File: src/rtl/pipeline_control_unit.sv
// Stall/flush sequencer for the 5-stage pipeline with a data-memory watchdog.
// Optional stall-cycle performance counter enabled by PIPE_STALL_PERF_EN.
module pipeline_control_unit #(
  parameter int unsigned MEM_TIMEOUT = 16,
  parameter int unsigned CNT_W       = 8
) (
  input  logic        clock,
  input  logic        reset,
  input  logic        load_use_hazard,
  input  logic        branch_taken,
  input  logic        dmem_req,
  input  logic        dmem_ready,
  output logic        pc_enable,
  output logic        if_id_enable,
  output logic        if_id_flush,
  output logic        id_ex_enable,
  output logic        id_ex_flush,
  output logic        ex_mem_enable,
  output logic        mem_wb_flush,
  output logic        halted,
  output logic [31:0] stall_cycles
);

  typedef enum logic [1:0] {StRun, StDmemWait, StHalt} state_e;

  localparam logic [CNT_W-1:0] CntLast = CNT_W'(MEM_TIMEOUT - 1);
  localparam logic [CNT_W-1:0] CntMax  = {CNT_W{1'b1}};

  state_e           state_q, state_d;
  logic [CNT_W-1:0] wait_cnt_q, wait_cnt_d;
  logic             freeze;

  logic pc_en, if_id_en, if_id_fl, id_ex_en, id_ex_fl, ex_mem_en, mem_wb_fl;

  assign freeze = dmem_req & ~dmem_ready;

  always_ff @(posedge clock or negedge reset) begin
    if (!reset) begin
      state_q    <= StRun;
      wait_cnt_q <= '0;
    end else begin
      state_q    <= state_d;
      wait_cnt_q <= wait_cnt_d;
    end
  end

  always_comb begin
    state_d    = state_q;
    wait_cnt_d = wait_cnt_q;
    pc_en      = 1'b0;
    if_id_en   = 1'b0;
    if_id_fl   = 1'b0;
    id_ex_en   = 1'b0;
    id_ex_fl   = 1'b0;
    ex_mem_en  = 1'b0;
    mem_wb_fl  = 1'b0;
    unique case (state_q)
      StRun, StDmemWait: begin
        if (freeze) begin
          // Bubble into WB so the frozen MEM instruction does not write twice.
          mem_wb_fl = 1'b1;
          if (state_q == StRun) begin
            if (MEM_TIMEOUT == 1) begin
              state_d = StHalt;
            end else begin
              state_d    = StDmemWait;
              wait_cnt_d = CNT_W'(1);
            end
          end else if (wait_cnt_q == CntLast) begin
            state_d = StHalt;
          end else if (wait_cnt_q != CntMax) begin
            wait_cnt_d = wait_cnt_q + CNT_W'(1);
          end
        end else begin
          state_d    = StRun;
          wait_cnt_d = '0;
          id_ex_en   = 1'b1;
          ex_mem_en  = 1'b1;
          if (load_use_hazard) begin
            // Branch operands are not ready yet, so a taken branch waits.
            id_ex_fl = 1'b1;
          end else begin
            pc_en    = 1'b1;
            if_id_en = 1'b1;
            if_id_fl = branch_taken;
          end
        end
      end
      StHalt: begin
        state_d = StHalt;
      end
      default: begin
        state_d    = StRun;
        wait_cnt_d = '0;
      end
    endcase
  end

  // Outputs are held inactive while reset is asserted.
  always_comb begin
    pc_enable     = reset & pc_en;
    if_id_enable  = reset & if_id_en;
    if_id_flush   = reset & if_id_fl;
    id_ex_enable  = reset & id_ex_en;
    id_ex_flush   = reset & id_ex_fl;
    ex_mem_enable = reset & ex_mem_en;
    mem_wb_flush  = reset & mem_wb_fl;
    halted        = (state_q == StHalt);
  end

`ifdef PIPE_STALL_PERF_EN
  logic [31:0] stall_cycles_q;

  always_ff @(posedge clock or negedge reset) begin
    if (!reset) begin
      stall_cycles_q <= '0;
    end else if ((state_q != StHalt) && !pc_enable) begin
      stall_cycles_q <= stall_cycles_q + 32'd1;
    end
  end

  assign stall_cycles = stall_cycles_q;
`else
  assign stall_cycles = '0;
`endif

endmodule

File: config.mk
export PLATFORM = sky130hd
export DESIGN_NAME = pipeline_control_unit
export DESIGN_NICKNAME = d
export VERILOG_FILES = /design/src/rtl/pipeline_control_unit.sv
export SDC_FILE = /design/constraint.sdc
export NUM_CORES = 1
export LEC_CHECK = 0
export BUFFER_PORTS_ARGS = -buffer_cell sky130_fd_sc_hd__buf_4
export CORE_MARGIN = 10
export CORE_UTILIZATION = 44
export CTS_CLUSTER_SIZE = 8
export DETAILED_ROUTE_END_ITERATION = 12
export GPL_ROUTABILITY_DRIVEN = 0
export PLACE_DENSITY_LB_ADDON = 0.12
export SYNTH_ARGS = -nofsm -noshare
export SYNTH_HDL_FRONTEND = slang
export SYNTH_SLANG_ARGS = --single-unit
export TNS_END_PERCENT = 50
File: constraint.sdc
create_clock -name clock -period 2.6 [get_ports clock]
set_clock_uncertainty 0.05 [all_clocks]
set_input_delay 0.52 -clock clock [delete_from_list [all_inputs] [get_ports clock]]
set_output_delay 0.52 -clock clock [all_outputs]
set_load 0.05 [all_outputs]
==> flow_metrics.py, run 1 <==
metrics = {
    "synthesis": {
        "yosysTopAreaCell": "buf_4",
        "synthCells": 100,
        "yosysTopAreaCellShare_pct": 28.90,
        "synth_commonest_cells": "buf_4 (34), dfrtp_1 (10), a21oi_1 (6)",
        "syn_avg_cell_area_um2": 8.833,
        "async_reset_ff_share_pct": 100.0,
        "ys_seq_area_share_pct": 28.33,
        "synth.distinct_cells": 36,
        "syn_area_um2": 883.3,
        "synth_area_leaders": "buf_4 (29%), dfrtp_1 (28%), a21oi_1 (3.4%)",
        "synth-main-ff-cell": "dfrtp_1",
        "synth_edf_count": 0,
        "yosysMostFrequentCell": "buf_4",
        "yosysWarnings": 0,
        "ys_ff_latch": 10,
    },
    "worst_setup_path": {
        "startpoint_type": "primary input",
        "cp.required_ns": 2.03,
        "slowest_delay_ns": 0.26,
        "cp_top_family": "simple AND/OR/NAND/NOR gates",
        "slowest_stage": "and3b_2",
        "cp_num_buf_inv": 2,
        "crit_top_cell": "buf_4",
        "worstPathArrival_ns": 1.52,
        "cp_max_fo": 4,
        "path_cells": "buf_4 > nand2b_1 > and3b_2 > nor2b_4 > and2_1 > buf_4",
        "endpoint_kind": "output port",
        "worstSetupPathType": "primary input to output port",
    },
    "power_and_ir_drop": {
        "finalPower_w": 0.0004605,
        "pwr_density_cell_mw_per_mm2": 513.4,
        "vdd_drop_max_mv": 0.2515,
        "leakagePower_nw": 0.4499,
    },
    "die": {
        "initial_core_util_pct": 45.49,
        "die_w_um": 64.81,
        "rows": 16,
        "coreArea_mm2": 0.001942,
        "dieArea_mm2": 0.004200,
        "io_pins": 46,
        "chipHeight_um": 64.81,
    },
    "timing": {
        "fin_ws_ns": 0.5084,
        "slew_viol_final": 0,
        "rsz0062_at_grt": "false",
        "fmax_mhz": 478.1,
        "fin_crit_sh_pct": 80.45,
        "final-hold-violation-count": 0,
        "period_minus_slack_ns": 2.092,
        "setup_viol": 0,
        "setup_tns_ns": 0,
    },
    "global_routing": {
        "track_usage_pct": 9.100,
        "grt_first_pass_wirelength_um": 3056,
        "antenna_found_initial": 0,
        "grt_start_max_net_pins": 13,
        "grt-ovfl-total": 0,
        "grt_pass1_vias": 617,
    },
    "clock_network": {
        "post_cts_resized": 0,
        "ctsLongestPathBuffers": 2,
        "clk_latency_ns": 0.26,
        "cts_setup_buffers": 0,
        "clock_sinks": 10,
        "htree_num_levels": 1,
        "cts_buffers": 3,
        "cts_tree": "built",
        "cts_hold_buf": 0,
        "clk_pin_slew_worst_paths_ns": 0.07,
        "root_buffer": "clkbuf_4",
    },
    "placement": {
        "io_buffers": 13,
        "dpl_worst_slack_ns": 0.5071,
        "hpwl_um": 1487,
        "post_dp_cell_area_um2": 860.8,
    },
    "layout": {
        "syn_to_final_growth_pct": 1.558,
        "final_util_pct": 46.20,
        "n_fill_cell": 211,
        "fin_nets": 119,
        "drive_gt1_share_pct": 20.72,
        "antennaDiodeCount": 0,
        "fin_area_um2": 897.1,
    },
    "detailed_routing": {
        "drc": 0,
        "vias_per_cell": 4.638,
        "wl_met2_um": 847,
        "ant_nets": 0,
        "routed_wl_um": 1908,
        "m1WireLength_um": 914,
        "first_iter_violations": 25,
        "wire_per_inst_um": 13.83,
        "drt-pass1-iter-count": 4,
        "vias": 640,
        "topRoutingLayerUsed": "met4",
        "met3_length_um": 118,
    },
    "run_status": {
        "status": "completed",
    },
    "min_path": {
        "hold_path_class": "primary input to asynchronous set/reset pin",
    },
    "job": {
        "drv_cap": 0,
    },
}
-- where the power goes --
part | switching, W | leakage (nW) | internal, W | total, W
registers | 0.00000299 | 0.137 | 0.000158 | 0.000161
logic | 0.000138 | 0.292 | 0.0000206 | 0.000158
clock network | 0.0000563 | 0.0210 | 0.0000850 | 0.000141
total | 0.000197 | 0.450 | 0.000264 | 0.000461
-- cells in the final DEF (no fill, tap or decap), drive strengths merged, types with 3 or more instances in the layout --
| master | Yosys | layout |
|---|---|---|
| nand3 | 3 | 3 |
| buf | 37 | 14 |
| clkbuf | 1 | 4 |
| nand2 | 5 | 5 |
| dfrtp | 10 | 10 |
| a21oi | 6 | 6 |
| nand4 | 3 | 3 |
| conb | 1 | 32 |
| o21ai | 3 | 3 |
-- area by class of cell --
| type | instances | area, um^2 | share of cell area (%) |
|---|---|---|---|
| timing repair buffer | 14 | 105.1 | 11.72 |
| tap | 27 | 33.78 | 3.766 |
| clock buffer | 4 | 36.28 | 4.045 |
| sequential | 10 | 250.2 | 27.89 |
| multi-input combinational | 81 | 464.2 | 51.74 |
| inverter | 2 | 7.507 | 0.8368 |
-- registers in the layout, summed over array words and instances, names as in the netlist --
signal      cells
wait_cnt_q      8
state_q         2
-- worst paths after layout --
check	start	endpoint	slack (ns)	cells after the start
setup / recovery	dmem_ready	if_id_flush	0.51	6
hold reg to reg	state_q[0]	wait_cnt_q[0]	0.46	1
setup reg to reg	wait_cnt_q[0]	wait_cnt_q[7]	0.67	5
min in group clock	state_q[0]	wait_cnt_q[0]	0.46	1
hold / removal	reset	wait_cnt_q[7]	0.03	1
max in group asynchronous	reset	wait_cnt_q[4]	2.33	1
-- through the flow --
step                cells  hold slack [ns]
CTS                   138          0.01083
floorplan             131           0.1744
finish                138          0.02591
global placement      134           0.3159
global route          138         0.002576
detailed placement    134           0.3124
-- layer usage --
layer  GRT usage [%]  vias up
met3           3.265        2
met2           12.81       26
li1                -      304
met5               0        -
met1           11.18      308
met4           6.417        0
-- worst reg2reg max path, delay by kind of cell (launching register included) --
kind | cells | cell delay [ns]
AO/OA/AOI/OAI | 3 | 0.85
flip-flops | 1 | 0.42
AND/OR/NAND/NOR | 1 | 0.26
adder cells (fa/ha/maj) | 1 | 0.24
-- kinds of logic (layout without fill, tap and decap cells) --
family / count (synthesis) / in the layout / synth area share (%)
AOI/OAI and AO/OA: 19 / 19 / 15.87
xor gates and xnor gates: 2 / 2 / 1.983
adders and majority gates: 1 / 1 / 1.416
buffers and inverters: 40 / 20 / 33.28
DFF: 10 / 10 / 28.33
other: 1 / 32 / 0.4245
and+or+nand+nor: 27 / 27 / 18.70
No activity file was read; power rests on OpenSTA's default activity.
==> run 2, diff against run 1 <==
CORE_UTILIZATION = 40   (was 44)
clock period = 1.7 ns   (was 2.6 ns; I/O delays follow)
==> run 2 against run 1 <==
Effect of this change:
- routed wire length rose by 17%
- utilization is 9.1 points higher
- power rose by 50%
- via count up 14%
- critical path type is now register to output port
- the run now ends with setup timing left
==> flow_metrics.py, run 2 (same netlist as run 1, synthesis figures left out) <==
metrics = {
    "die": {
        "initial_core_util_pct": 43.69,
        "die_w_um": 67.00,
        "io_pins": 46,
        "coreArea_mm2": 0.002022,
        "chipHeight_um": 67.00,
        "dieArea_mm2": 0.004488,
        "rows": 16,
    },
    "timing": {
        "setup_tns_ns": -0.1937,
        "final-hold-violation-count": 0,
        "whs_ns": 0.4069,
        "rsz0062_at_grt": "true",
        "slew_viol_final": 0,
        "fmax_mhz": 561.2,
        "setup_viol": 5,
        "period_minus_slack_ns": 1.782,
        "worst_pin_slew_ns": 0.5020,
        "max_slew_margin_pct": 66.42,
        "fin_crit_sh_pct": 104.8,
        "fin_ws_ns": -0.08189,
    },
    "detailed_routing": {
        "drc": 0,
        "first_iter_violations": 16,
        "routed_wl_um": 2228,
        "ant_nets": 0,
        "drt-pass1-iter-count": 4,
        "vias_per_cell": 4.673,
        "vias": 729,
        "wire_per_inst_um": 14.28,
    },
    "placement": {
        "post_dp_cell_area_um2": 982.2,
        "io_buffers": 13,
        "hpwl_um": 1648,
    },
    "power_and_ir_drop": {
        "pwr_density_cell_mw_per_mm2": 619.2,
        "vdd_drop_max_mv": 0.4868,
        "leakagePower_nw": 0.5589,
        "finalPower_w": 0.0006918,
    },
    "worst_setup_path": {
        "cp.required_ns": 1.31,
        "cp_top_family": "simple AND/OR/NAND/NOR gates",
        "worstSetupPathType": "register to output port",
        "rr_worst_depth": 5,
        "path_cells": "and3b_4 > nor2b_4 > and2_4 > buf_8",
        "worstPathArrival_ns": 1.39,
        "cp_num_buf_inv": 1,
        "endpoint_kind": "output port",
        "slowest_stage": "dfrtp_1",
        "cp_max_fo": 3,
        "cp_num_cells": 4,
        "slowest_delay_ns": 0.40,
        "startpoint_type": "register",
    },
    "clock_network": {
        "clk_latency_ns": 0.27,
        "cts_buffers": 3,
        "htree_num_levels": 1,
        "cts_tree": "built",
        "clk_pin_slew_worst_paths_ns": 0.07,
        "ctsLongestPathBuffers": 2,
        "clock_sinks": 10,
        "root_buffer": "clkbuf_4",
    },
    "layout": {
        "layout_commonest_cell": "conb_1",
        "antennaDiodeCount": 0,
        "syn_to_final_growth_pct": 26.49,
        "fin_nets": 138,
        "final_util_pct": 55.26,
        "most-common-layout-cells": "conb_1 (32), buf_4 (24), dfrtp_1 (10), a21oi_1 (6)",
        "largest_reg_flops": 8,
        "fin_area_mm2": 0.001117,
        "top_regs": "wait_cnt_q: 8 flops, state_q: 2 flops",
        "drive_gt1_share_pct": 38.76,
        "largest_register": "wait_cnt_q",
    },
    "global_routing": {
        "antenna_found_initial": 0,
        "grt-ovfl-total": 0,
        "track_usage_pct": 9.714,
        "grt_pass1_vias": 757,
        "grt_first_pass_wirelength_um": 3443,
        "grt_start_max_net_pins": 12,
    },
    "min_path": {
        "holdPathStages": 4,
        "hold_path_class": "primary input to register",
    },
    "run_status": {
        "violations": "setup timing",
        "status": "finished with violations",
    },
    "job": {
        "drv_cap": 0,
    },
}
## run 2: repair_timing
item                                    in CTS  in global routing
pin swaps                                    1                  1
setup buffers                                3                  1
hold buffers                                 1                  0
hold endpoints to repair                    10                  0
endpoints found under the setup margin       6                 12
gates resized for setup                      8                 12
## run 2: per-stage QoR
stage	worst slack (ns)	cells
finish	-0.08189	156
global route	-0.1444	156
CTS	-0.08483	155
detailed placement	-0.007820	148
global placement	0.01592	148
floorplan	-0.3073	131
## run 2: cell type report
| class | instances | area (um^2) |
|---|---|---|
| Clock buffer | 3 | 22.52 |
| Inverter | 2 | 7.507 |
| Tap cell | 27 | 33.78 |
| Multi-Input combinational cell | 81 | 511.7 |
| Fill cell | 189 | 904.6 |
| Sequential cell | 10 | 250.2 |
| Timing Repair Buffer | 33 | 291.5 |
## run 2: worst paths after layout
kind                                from             to  slack [ns]
setup / recovery              state_q[1]    if_id_flush       -0.08
hold reg to reg               state_q[0]  wait_cnt_q[0]        0.46
hold / removal                  dmem_req     state_q[0]        0.41
min in group asynchronous          reset     state_q[0]        0.61
max in group asynchronous          reset  wait_cnt_q[0]        0.64
setup reg to reg           wait_cnt_q[4]  wait_cnt_q[7]           0
## run 2: per-layer routing
layer | GRT usage, % | wire length (um)
met1 | 11.10 | 944
met2 | 16.47 | 1105
met3 | 3.846 | 151
met4 | 2.308 | 27
met5 | 0 | 0
## run 2: tightest hold or removal path: stages
cell      delay (ns)
buf_4           0.12
nand2b_4        0.06
buf_4           0.12
a311oi_1        0.04
## run 2: power by group
part	internal, W	leakage [nW]	switching (W)
registers	0.000242	0.137	0.00000303
logic	0.0000588	0.408	0.000223
clock network	0.0000818	0.0138	0.0000836
total	0.000382	0.559	0.000309
==> run 3, diff against run 2 <==
REMOVE_ABC_BUFFERS = 1   (was default)
==> run 3 against run 2 <==
Effect of this change:
- the flow still finishes with violations (setup timing)
- final area shrank 2.4%
- global-route usage down 0.48 points
- clock power up 35%
- utilization fell by 1.3 points
- via count down 2.9%
- routed wire length shrank 3.6%
- critical path type unchanged
- largest power group unchanged
- highest routed layer unchanged
==> flow_metrics.py, run 3 (same netlist as run 1, synthesis figures left out) <==
metrics = {
    "run_status": {
        "status": "finished with violations",
        "violations": "setup timing",
    },
    "detailed_routing": {
        "drt-pass1-iter-count": 4,
        "drc": 0,
        "ant_nets": 0,
        "vias_per_cell": 4.538,
        "vias": 708,
        "first_iter_violations": 15,
        "wire_per_inst_um": 13.76,
        "routed_wl_um": 2147,
    },
    "timing": {
        "max_slew_margin_pct": 66.41,
        "whs_ns": 0.4196,
        "fin_ws_ns": -0.06710,
        "worst_pin_slew_ns": 0.5022,
        "final-hold-violation-count": 0,
        "setup_viol": 1,
        "period_minus_slack_ns": 1.767,
        "setup_tns_ns": -0.06710,
        "rsz0062_at_grt": "true",
        "fmax_mhz": 565.9,
        "fin_crit_sh_pct": 103.9,
        "slew_viol_final": 0,
    },
    "power_and_ir_drop": {
        "p_seq_share_pct": 33.2,
        "switchingPower_w": 0.0003151,
        "pwr-share-comb_pct": 36.5,
        "p_int_w": 0.0004203,
        "clockPowerShare_pct": 30.3,
        "vdd_drop_max_mv": 0.4213,
        "leakagePower_nw": 0.5463,
        "pwr_density_cell_mw_per_mm2": 674.0,
        "switching_share_pct": 42.84,
    },
    "clock_network": {
        "htree_num_levels": 1,
        "cts_buffers": 3,
        "clock_sinks": 10,
        "clk_latency_ns": 0.27,
        "cts_tree": "built",
        "clk_pin_slew_worst_paths_ns": 0.07,
        "root_buffer": "clkbuf_4",
        "ctsLongestPathBuffers": 2,
    },
    "min_path": {
        "hold_path_class": "primary input to register",
        "holdPathStages": 4,
    },
    "layout": {
        "layout_commonest_cell": "conb_1",
        "syn_to_final_growth_pct": 23.51,
        "most-common-layout-cells": "conb_1 (32), buf_4 (26), dfrtp_1 (10), a21oi_1 (6), nand2_1 (5)",
        "largest_reg_flops": 8,
        "fin_nets": 137,
        "finalNonFillerCells": 156,
        "largest_register": "wait_cnt_q",
        "top_regs": "wait_cnt_q: 8 flops, state_q: 2 flops",
        "drive_gt1_share_pct": 36.43,
        "antennaDiodeCount": 0,
    },
    "global_routing": {
        "antenna_found_initial": 0,
        "grt_first_pass_wirelength_um": 3339,
        "track_usage_pct": 9.231,
        "grt_start_max_net_pins": 12,
        "grt-ovfl-total": 0,
        "grt_pass1_vias": 725,
    },
    "die": {
        "die_w_um": 67.00,
        "rows": 16,
        "dieArea_mm2": 0.004488,
        "initial_core_util_pct": 43.69,
        "coreArea_mm2": 0.002022,
        "chipHeight_um": 67.00,
        "io_pins": 46,
    },
    "worst_setup_path": {
        "cp_max_fo": 3,
        "startpoint_type": "register",
        "worstPathArrival_ns": 1.38,
        "endpoint_kind": "output port",
        "cp.required_ns": 1.31,
        "rr_worst_depth": 5,
        "worstSetupPathType": "register to output port",
    },
    "job": {
        "drv_cap": 0,
    },
    "placement": {
        "io_buffers": 13,
        "dpl_worst_slack_ns": -0.006795,
        "hpwl_um": 1624,
        "numPlacedInstances": 150,
    },
}
## run 3: stage by stage
stage	cell area (um^2)	total power, W	utilization (%)
5_1_grt	1091	0.0007600	53.96
3_5_place_dp	972.2	0.0004958	48.08
6_report	1091	0.0007354	53.96
3_3_place_gp	972.2	0.0004948	48.08
4_1_cts	1070	0.0007338	52.91
2_1_floorplan	713.2	0.0004516	-
## run 3: repair_timing
action                                 CTS  global route
hold buffers                             1             0
pin swaps                                1             2
resized for setup                       12             6
setup buffers                            2             0
endpoints found under the hold margin   10             0
setup endpoints to repair                4             8
## run 3: layout make-up
cell class              count  area, um^2
fillers                   198       930.9
multi-input cells          81       494.2
repair buffers             32       269.0
flip-flops and latches     10       250.2
clock buffers               4       36.28
well taps                  27       33.78
inverters                   2       7.507
## run 3: final timing paths
kind                               start            end  slack [ns]
max reg2reg                wait_cnt_q[0]  wait_cnt_q[7]        0.03
max                           state_q[1]    if_id_flush       -0.07
min                           dmem_ready     state_q[0]        0.42
max in group asynchronous          reset  wait_cnt_q[1]        0.65
min reg2reg                   state_q[0]  wait_cnt_q[0]        0.46
min in group asynchronous          reset  wait_cnt_q[4]        0.61
## run 3: power groups by stage
| stage | registers, W | logic, W | clock network (W) |
|---|---|---|---|
| floorplan | 0.000249 | 0.000202 | 0 |
| global placement | 0.000249 | 0.000246 | 0 |
| detailed placement | 0.000249 | 0.000247 | 0 |
| CTS | 0.000245 | 0.000259 | 0.000230 |
| global route | 0.000245 | 0.000279 | 0.000236 |
| finish | 0.000244 | 0.000268 | 0.000223 |
## run 3: per-layer routing
layer	vias to the layer above	routed length (um)	global-route usage [%]
met5	-	0	0
li1	344	-	-
met3	4	210	3.679
met2	28	1088	16.47
met4	0	31	4.872
met1	332	816	8.903
## run 3: critical path: stages (launching register included)
cell	delay, ns
dfrtp_1	0.39
and3b_2	0.25
nor2b_4	0.17
and2_4	0.17
buf_8	0.14
